==> config.mk <==
export PLATFORM = sky130hd
export DESIGN_NAME = countdown_timer
export DESIGN_NICKNAME = d
export VERILOG_FILES = /design/src/rtl/timer_pkg.sv /design/src/rtl/td_digit_dec.sv /design/src/rtl/countdown_timer.sv
export SDC_FILE = /design/constraint.sdc
export NUM_CORES = 1
export LEC_CHECK = 0
export ABC_AREA = 0
export CORE_ASPECT_RATIO = 0.75
export CORE_UTILIZATION = 46
export CTS_CLUSTER_SIZE = 24
export DETAILED_ROUTE_END_ITERATION = 8
export HOLD_SLACK_MARGIN = 0.08
export PLACE_DENSITY = 0.77
export SYNTH_ARGS = -nofsm -noshare
export SYNTH_HDL_FRONTEND = slang
export SYNTH_HIERARCHICAL = 1
export SYNTH_SLANG_ARGS = --single-unit
==> constraint.sdc <==
create_clock -name clk -period 2.5 [get_ports clk]
set_input_delay 0.5 -clock clk [delete_from_list [all_inputs] [get_ports clk]]
set_output_delay 0.5 -clock clk [all_outputs]
set_load 0.01 [all_outputs]
==> src/rtl/timer_pkg.sv <==
// Shared constants and state type for the hour/min/sec clock family.
// Mixed radix: sec 0..19, min 0..9, hour 0..4.
package timer_pkg;

  localparam int HOUR_W = 3;
  localparam int MIN_W  = 4;
  localparam int SEC_W  = 5;

  localparam logic [SEC_W-1:0]  SEC_MAX  = 5'd19;
  localparam logic [MIN_W-1:0]  MIN_MAX  = 4'd9;
  localparam logic [HOUR_W-1:0] HOUR_MAX = 3'd4;

  typedef enum logic [1:0] {
    S_IDLE,
    S_RUN,
    S_PAUSE,
    S_DONE
  } timer_state_e;

endpackage

==> src/rtl/td_digit_dec.sv <==
// Single-field decrementer. Three of these chained sec->min->hour form the
// borrow chain of countdown_timer.
module td_digit_dec #(
  parameter int W = 5
) (
  input  logic [W-1:0] i_value,
  input  logic [W-1:0] i_max,
  input  logic         i_borrow_in,
  output logic [W-1:0] o_next,
  output logic         o_borrow_out
);

  logic w_zero;

  assign w_zero       = (i_value == '0);
  assign o_borrow_out = w_zero & i_borrow_in;

  // NOTE: combinational blocks assign a default first so no path can infer a latch.
  always_comb begin
    o_next = i_value;
    if (i_borrow_in) begin
      o_next = w_zero ? i_max : (i_value - W'(1));
    end
  end

endmodule

==> src/rtl/countdown_timer.sv <==
// Loadable hour/min/sec down-counter with start/pause and a one-cycle done pulse.
// Define COUNTDOWN_AUTORELOAD_EN to reload from the last accepted load on expiry.
module countdown_timer
  import timer_pkg::*;
#(
  parameter logic [SEC_W-1:0]  SEC_MAX  = timer_pkg::SEC_MAX,
  parameter logic [MIN_W-1:0]  MIN_MAX  = timer_pkg::MIN_MAX,
  parameter logic [HOUR_W-1:0] HOUR_MAX = timer_pkg::HOUR_MAX
) (
  input  logic              clk,
  input  logic              rst,
  input  logic              i_tick,
  input  logic              i_load,
  input  logic [HOUR_W-1:0] i_load_hour,
  input  logic [MIN_W-1:0]  i_load_min,
  input  logic [SEC_W-1:0]  i_load_sec,
  input  logic              i_start,
  input  logic              i_pause,
  output logic [HOUR_W-1:0] o_hour,
  output logic [MIN_W-1:0]  o_min,
  output logic [SEC_W-1:0]  o_sec,
  output logic              o_running,
  output logic              o_done,
  output logic              o_load_err
);

  timer_state_e      r_state, w_state_nxt;
  logic [HOUR_W-1:0] r_hour, w_hour_nxt;
  logic [MIN_W-1:0]  r_min, w_min_nxt;
  logic [SEC_W-1:0]  r_sec, w_sec_nxt;
  logic              r_running, r_done, r_load_err;
  logic              w_done_nxt, w_load_err_nxt;

`ifdef COUNTDOWN_AUTORELOAD_EN
  logic [HOUR_W-1:0] r_sh_hour, w_sh_hour_nxt;
  logic [MIN_W-1:0]  r_sh_min, w_sh_min_nxt;
  logic [SEC_W-1:0]  r_sh_sec, w_sh_sec_nxt;
  logic              w_sh_zero;
`endif

  logic [HOUR_W-1:0] w_dec_hour;
  logic [MIN_W-1:0]  w_dec_min;
  logic [SEC_W-1:0]  w_dec_sec;
  logic              w_sec_borrow, w_min_borrow, w_hour_borrow;
  logic              w_load_ok, w_cnt_zero, w_dec_zero;

  td_digit_dec #(.W(SEC_W)) u_sec_dec (
    .i_value      (r_sec),
    .i_max        (SEC_MAX),
    .i_borrow_in  (1'b1),
    .o_next       (w_dec_sec),
    .o_borrow_out (w_sec_borrow)
  );

  td_digit_dec #(.W(MIN_W)) u_min_dec (
    .i_value      (r_min),
    .i_max        (MIN_MAX),
    .i_borrow_in  (w_sec_borrow),
    .o_next       (w_dec_min),
    .o_borrow_out (w_min_borrow)
  );

  td_digit_dec #(.W(HOUR_W)) u_hour_dec (
    .i_value      (r_hour),
    .i_max        (HOUR_MAX),
    .i_borrow_in  (w_min_borrow),
    .o_next       (w_dec_hour),
    .o_borrow_out (w_hour_borrow)
  );

  assign w_load_ok  = (i_load_hour <= HOUR_MAX) && (i_load_min <= MIN_MAX) &&
                      (i_load_sec <= SEC_MAX);
  assign w_cnt_zero = (r_hour == '0) && (r_min == '0) && (r_sec == '0);
  // An hour borrow would be an underflow; treat it as terminal rather than wrap.
  assign w_dec_zero = ((w_dec_hour == '0) && (w_dec_min == '0) && (w_dec_sec == '0)) ||
                      w_hour_borrow;

`ifdef COUNTDOWN_AUTORELOAD_EN
  assign w_sh_zero = (r_sh_hour == '0) && (r_sh_min == '0) && (r_sh_sec == '0);
`endif

  always_comb begin
    w_state_nxt    = r_state;
    w_hour_nxt     = r_hour;
    w_min_nxt      = r_min;
    w_sec_nxt      = r_sec;
    w_done_nxt     = 1'b0;
    w_load_err_nxt = 1'b0;
`ifdef COUNTDOWN_AUTORELOAD_EN
    w_sh_hour_nxt  = r_sh_hour;
    w_sh_min_nxt   = r_sh_min;
    w_sh_sec_nxt   = r_sh_sec;
`endif

    if (i_load) begin
      if (w_load_ok) begin
        w_hour_nxt    = i_load_hour;
        w_min_nxt     = i_load_min;
        w_sec_nxt     = i_load_sec;
        w_state_nxt   = S_IDLE;
`ifdef COUNTDOWN_AUTORELOAD_EN
        w_sh_hour_nxt = i_load_hour;
        w_sh_min_nxt  = i_load_min;
        w_sh_sec_nxt  = i_load_sec;
`endif
      end else begin
        w_load_err_nxt = 1'b1;
      end
    end else begin
      case (r_state)
        S_IDLE, S_PAUSE: begin
          if (i_start) begin
            if (w_cnt_zero) begin
              w_state_nxt = S_DONE;
              w_done_nxt  = 1'b1;
            end else begin
              w_state_nxt = S_RUN;
            end
          end
        end
        S_RUN: begin
          if (i_pause) begin
            w_state_nxt = S_PAUSE;
          end else if (i_tick) begin
            w_hour_nxt = w_dec_hour;
            w_min_nxt  = w_dec_min;
            w_sec_nxt  = w_dec_sec;
            if (w_dec_zero) begin
              w_done_nxt = 1'b1;
`ifdef COUNTDOWN_AUTORELOAD_EN
              if (w_sh_zero) begin
                w_state_nxt = S_DONE;
              end else begin
                w_hour_nxt = r_sh_hour;
                w_min_nxt  = r_sh_min;
                w_sec_nxt  = r_sh_sec;
              end
`else
              w_state_nxt = S_DONE;
`endif
            end
          end
        end
        S_DONE:  ;
        default: w_state_nxt = S_IDLE;
      endcase
    end
  end

  // NOTE: sequential state uses non-blocking assignments only.
  always_ff @(posedge clk or posedge rst) begin
    if (rst) begin
      r_state    <= S_IDLE;
      r_hour     <= '0;
      r_min      <= '0;
      r_sec      <= '0;
      r_running  <= 1'b0;
      r_done     <= 1'b0;
      r_load_err <= 1'b0;
`ifdef COUNTDOWN_AUTORELOAD_EN
      r_sh_hour  <= '0;
      r_sh_min   <= '0;
      r_sh_sec   <= '0;
`endif
    end else begin
      r_state    <= w_state_nxt;
      r_hour     <= w_hour_nxt;
      r_min      <= w_min_nxt;
      r_sec      <= w_sec_nxt;
      r_running  <= (w_state_nxt == S_RUN);
      r_done     <= w_done_nxt;
      r_load_err <= w_load_err_nxt;
`ifdef COUNTDOWN_AUTORELOAD_EN
      r_sh_hour  <= w_sh_hour_nxt;
      r_sh_min   <= w_sh_min_nxt;
      r_sh_sec   <= w_sh_sec_nxt;
`endif
    end
  end

  assign o_hour     = r_hour;
  assign o_min      = r_min;
  assign o_sec      = r_sec;
  assign o_running  = r_running;
  assign o_done     = r_done;
  assign o_load_err = r_load_err;

endmodule

==> metrics.cfg <==
[run_status]
outcome = finished with violations
failed_checks = negative setup slack

[drt]
firstDrtPassIters = 4
drc = 0
vias = 1434
ant_nets = 0
wl_um = 4040
vias_per_cell = 5.74
routedWlPerCell_um = 16.2
drt_iter0_drc = 99

[die]
num_rows = 17
core_area_um2 = 3020
boundaryPins = 33
start_util = 0.493
die_h_um = 51.3
dieArea_um2 = 3470
die_w_um = 67.7

[yosys]
synth_top_cell_by_area = dfrtp_1
synth_warnings = 6
synth.distinct_cells = 50
avgSynthCellArea_um2 = 10.3
yosys_register_bits = 17
async_reset_ff_frac = 1.00
synth_edf_count = 0
syn_inst = 144
synth_top_area_share = 0.285
synth_area_leaders = dfrtp_1 29%, mux2_2 11%, mux2_4 10%
synth.yosys.seq_area_share = 0.285
synth_area_um2 = 1490
ys.flop_type = dfrtp_1

[pwr]
clkPwrFrac = 0.095
power_mw = 2.22
peakVddDrop_mv = 0.557
p_leak_nw = 0.912
seq_power_share = 0.233
powerDensity_nw_per_um2 = 1050
p_sw_frac = 0.397
power.internal_mw = 1.34
combPwrFrac = 0.672
switchingPower_uw = 882

[critical_path]
cpLargestDelayFamily = simple AND/OR/NAND/NOR gates
rr_startpoint = o_sec[0]
startpoint_type = register
reg2reg_slack_ns = -0.03
worst-setup-path-type = reg -> reg
setup.worst_path.start = o_sec[0]
cpMostUsedCell = and2_4
crit_chain = inv_2 > ha_4 > nor4b_4 > and2_4 > and2_4 > nand2b_2 > o211ai_1 > nor4_2 > a31oi_1 > or3_1 > a221oi_2
reg2regPathDepth = 11
crit_slowest_cell = dfrtp_1
cp.depth = 11
critPathBufInv = 1
cp_max_fo = 5
critPathCaptureType = register
required_ns = 2.66
critPathMaxStageDelay_ns = 0.40
r2r_end = o_done
crit_arrival_ns = 2.70
crit_end = o_done

[global_routing]
track_usage = 0.261
overflow = 0
grt_max_degree = 18
antenna_found_initial = 0
first_global_vias = 1456
grt_pass1_wl_um = 6760

[worst_hold_path]
hold_path_depth = 1
hold_path.class = reg -> reg

[sta]
hold_viol = 0
rsz0062_at_grt = yes
max_freq_mhz = 395
tightest_slew_ns = 0.673
hold_ws_ns = 0.564
finalSetupViolCount = 2
fin_skew_ns = 0.00191
slew_headroom = 0.551
min_period_over_period = 1.01
min_period_ns = 2.53
slew_viol_final = 0
finalSetupTns_ns = -0.0524
setup_slack_ns = -0.0348

[final_layout]
final_cell_mix = 32 x clkdlybuf4s50_1, 26 x buf_4, 17 x dfrtp_1, 15 x mux2_2, 13 x conb_1
utilization = 0.703
nNetsFinal = 235
instances_no_fill = 250
area_growth_pct = 42.5
layout-drive-gt1-share = 0.363
num_antenna_cells = 0
final_common_cell = clkdlybuf4s50_1

[cts]
cts_sinks = 17
cts_tree = done
numCtsBuffers = 3
clkTransAtPathRegs_ns = 0.07
clk_path_buf_depth = 2
cts.htree.levels = 1
cts-root-buf = clkbuf_8
clk_latency_ns = 0.26

[placed_design]
place.port_buffers = 32
dpl.hpwl_um = 3000
dp_cells = 237
gp_congestion = 0.860

[flow_run]
drv_cap = 0

==> final cells by class <==
class,count,area (um2)
multi-input combinational,121,1040
fill,224,897
timing repair buffer,58,515
sequential,17,425
tap,38,47.5
clock buffer,4,45.0
inverter,12,45.0
==> power by group through the flow <==
stage | registers (mW) | clock network, mW | logic (mW)
2_1_floorplan | 0.603 | 0 | 0.678
3_3_place_gp | 0.503 | 0 | 1.28
3_5_place_dp | 0.508 | 0 | 1.33
4_1_cts | 0.511 | 0.211 | 1.45
5_1_grt | 0.531 | 0.229 | 1.60
6_report | 0.518 | 0.211 | 1.50
==> cell usage after synthesis, drive strengths merged (3+ instances only) <==
| master | number |
|---|---|
| o211ai | 3 |
| nand3 | 5 |
| dfrtp | 17 |
| o21ai | 6 |
| nand4b | 3 |
| and2 | 3 |
| mux2 | 25 |
| a21oi | 3 |
| inv | 12 |
| nor3 | 7 |
| nand2 | 5 |
| o221ai | 3 |
| nor4 | 6 |
| ha | 4 |
| nand2b | 6 |
| buf | 5 |
==> metal layers <==
layer	global-route usage	wire length, um	up-vias
met4	0.0887	65	0
met5	0	0	-
met3	0.0558	292	8
li1	-	-	669
met2	0.431	1910	66
met1	0.332	1770	691
==> cell families (layout without fill, tap and decap cells) <==
family / count (synthesis) / in the layout / share of synthesized area
buf+inv: 17 / 74 / 0.0697
simple gates: 49 / 49 / 0.229
mux: 27 / 27 / 0.228
other cells: 2 / 13 / 0.00504
fa+ha+maj: 4 / 4 / 0.0336
compound gates: 28 / 28 / 0.149
flops: 17 / 17 / 0.285
==> repair_timing <==
item	4_1_cts	5_1_grt
setup buffers	7	2
setup endpoints to repair	2	3
pin swaps	6	7
gates resized for setup	7	0
gates cloned	0	0
hold buffers	0	0
endpoints found under the hold margin	0	0
==> registers in the layout, indices dropped and copies added (netlist names) <==
register    count
o_running       1
o_load_err      1
o_done          1
o_hour          3
o_min           4
o_sec           5
r_state         2
==> how the worst min path moves through the flow <==
stage,start,end,slack (ns)
2_1_floorplan,rst,o_done,0.43
3_3_place_gp,r_state[1],o_done,0.53
3_5_place_dp,r_state[1],o_done,0.55
4_1_cts,r_state[1],o_done,0.56
6_report,r_state[1],o_done,0.56
5_1_grt,r_state[1],o_done,0.60
==> stage by stage <==
| stage | worst slack, ns | cell area (um2) |
|---|---|---|
| detailed placement | -0.136 | 1980 |
| finish | -0.0348 | 2120 |
| CTS | -0.00527 | 2110 |
| global route | -0.198 | 2120 |
| global placement | 0.0195 | 1980 |
| floorplan | -0.179 | 1540 |
No activity file was read; power rests on OpenSTA's default activity.
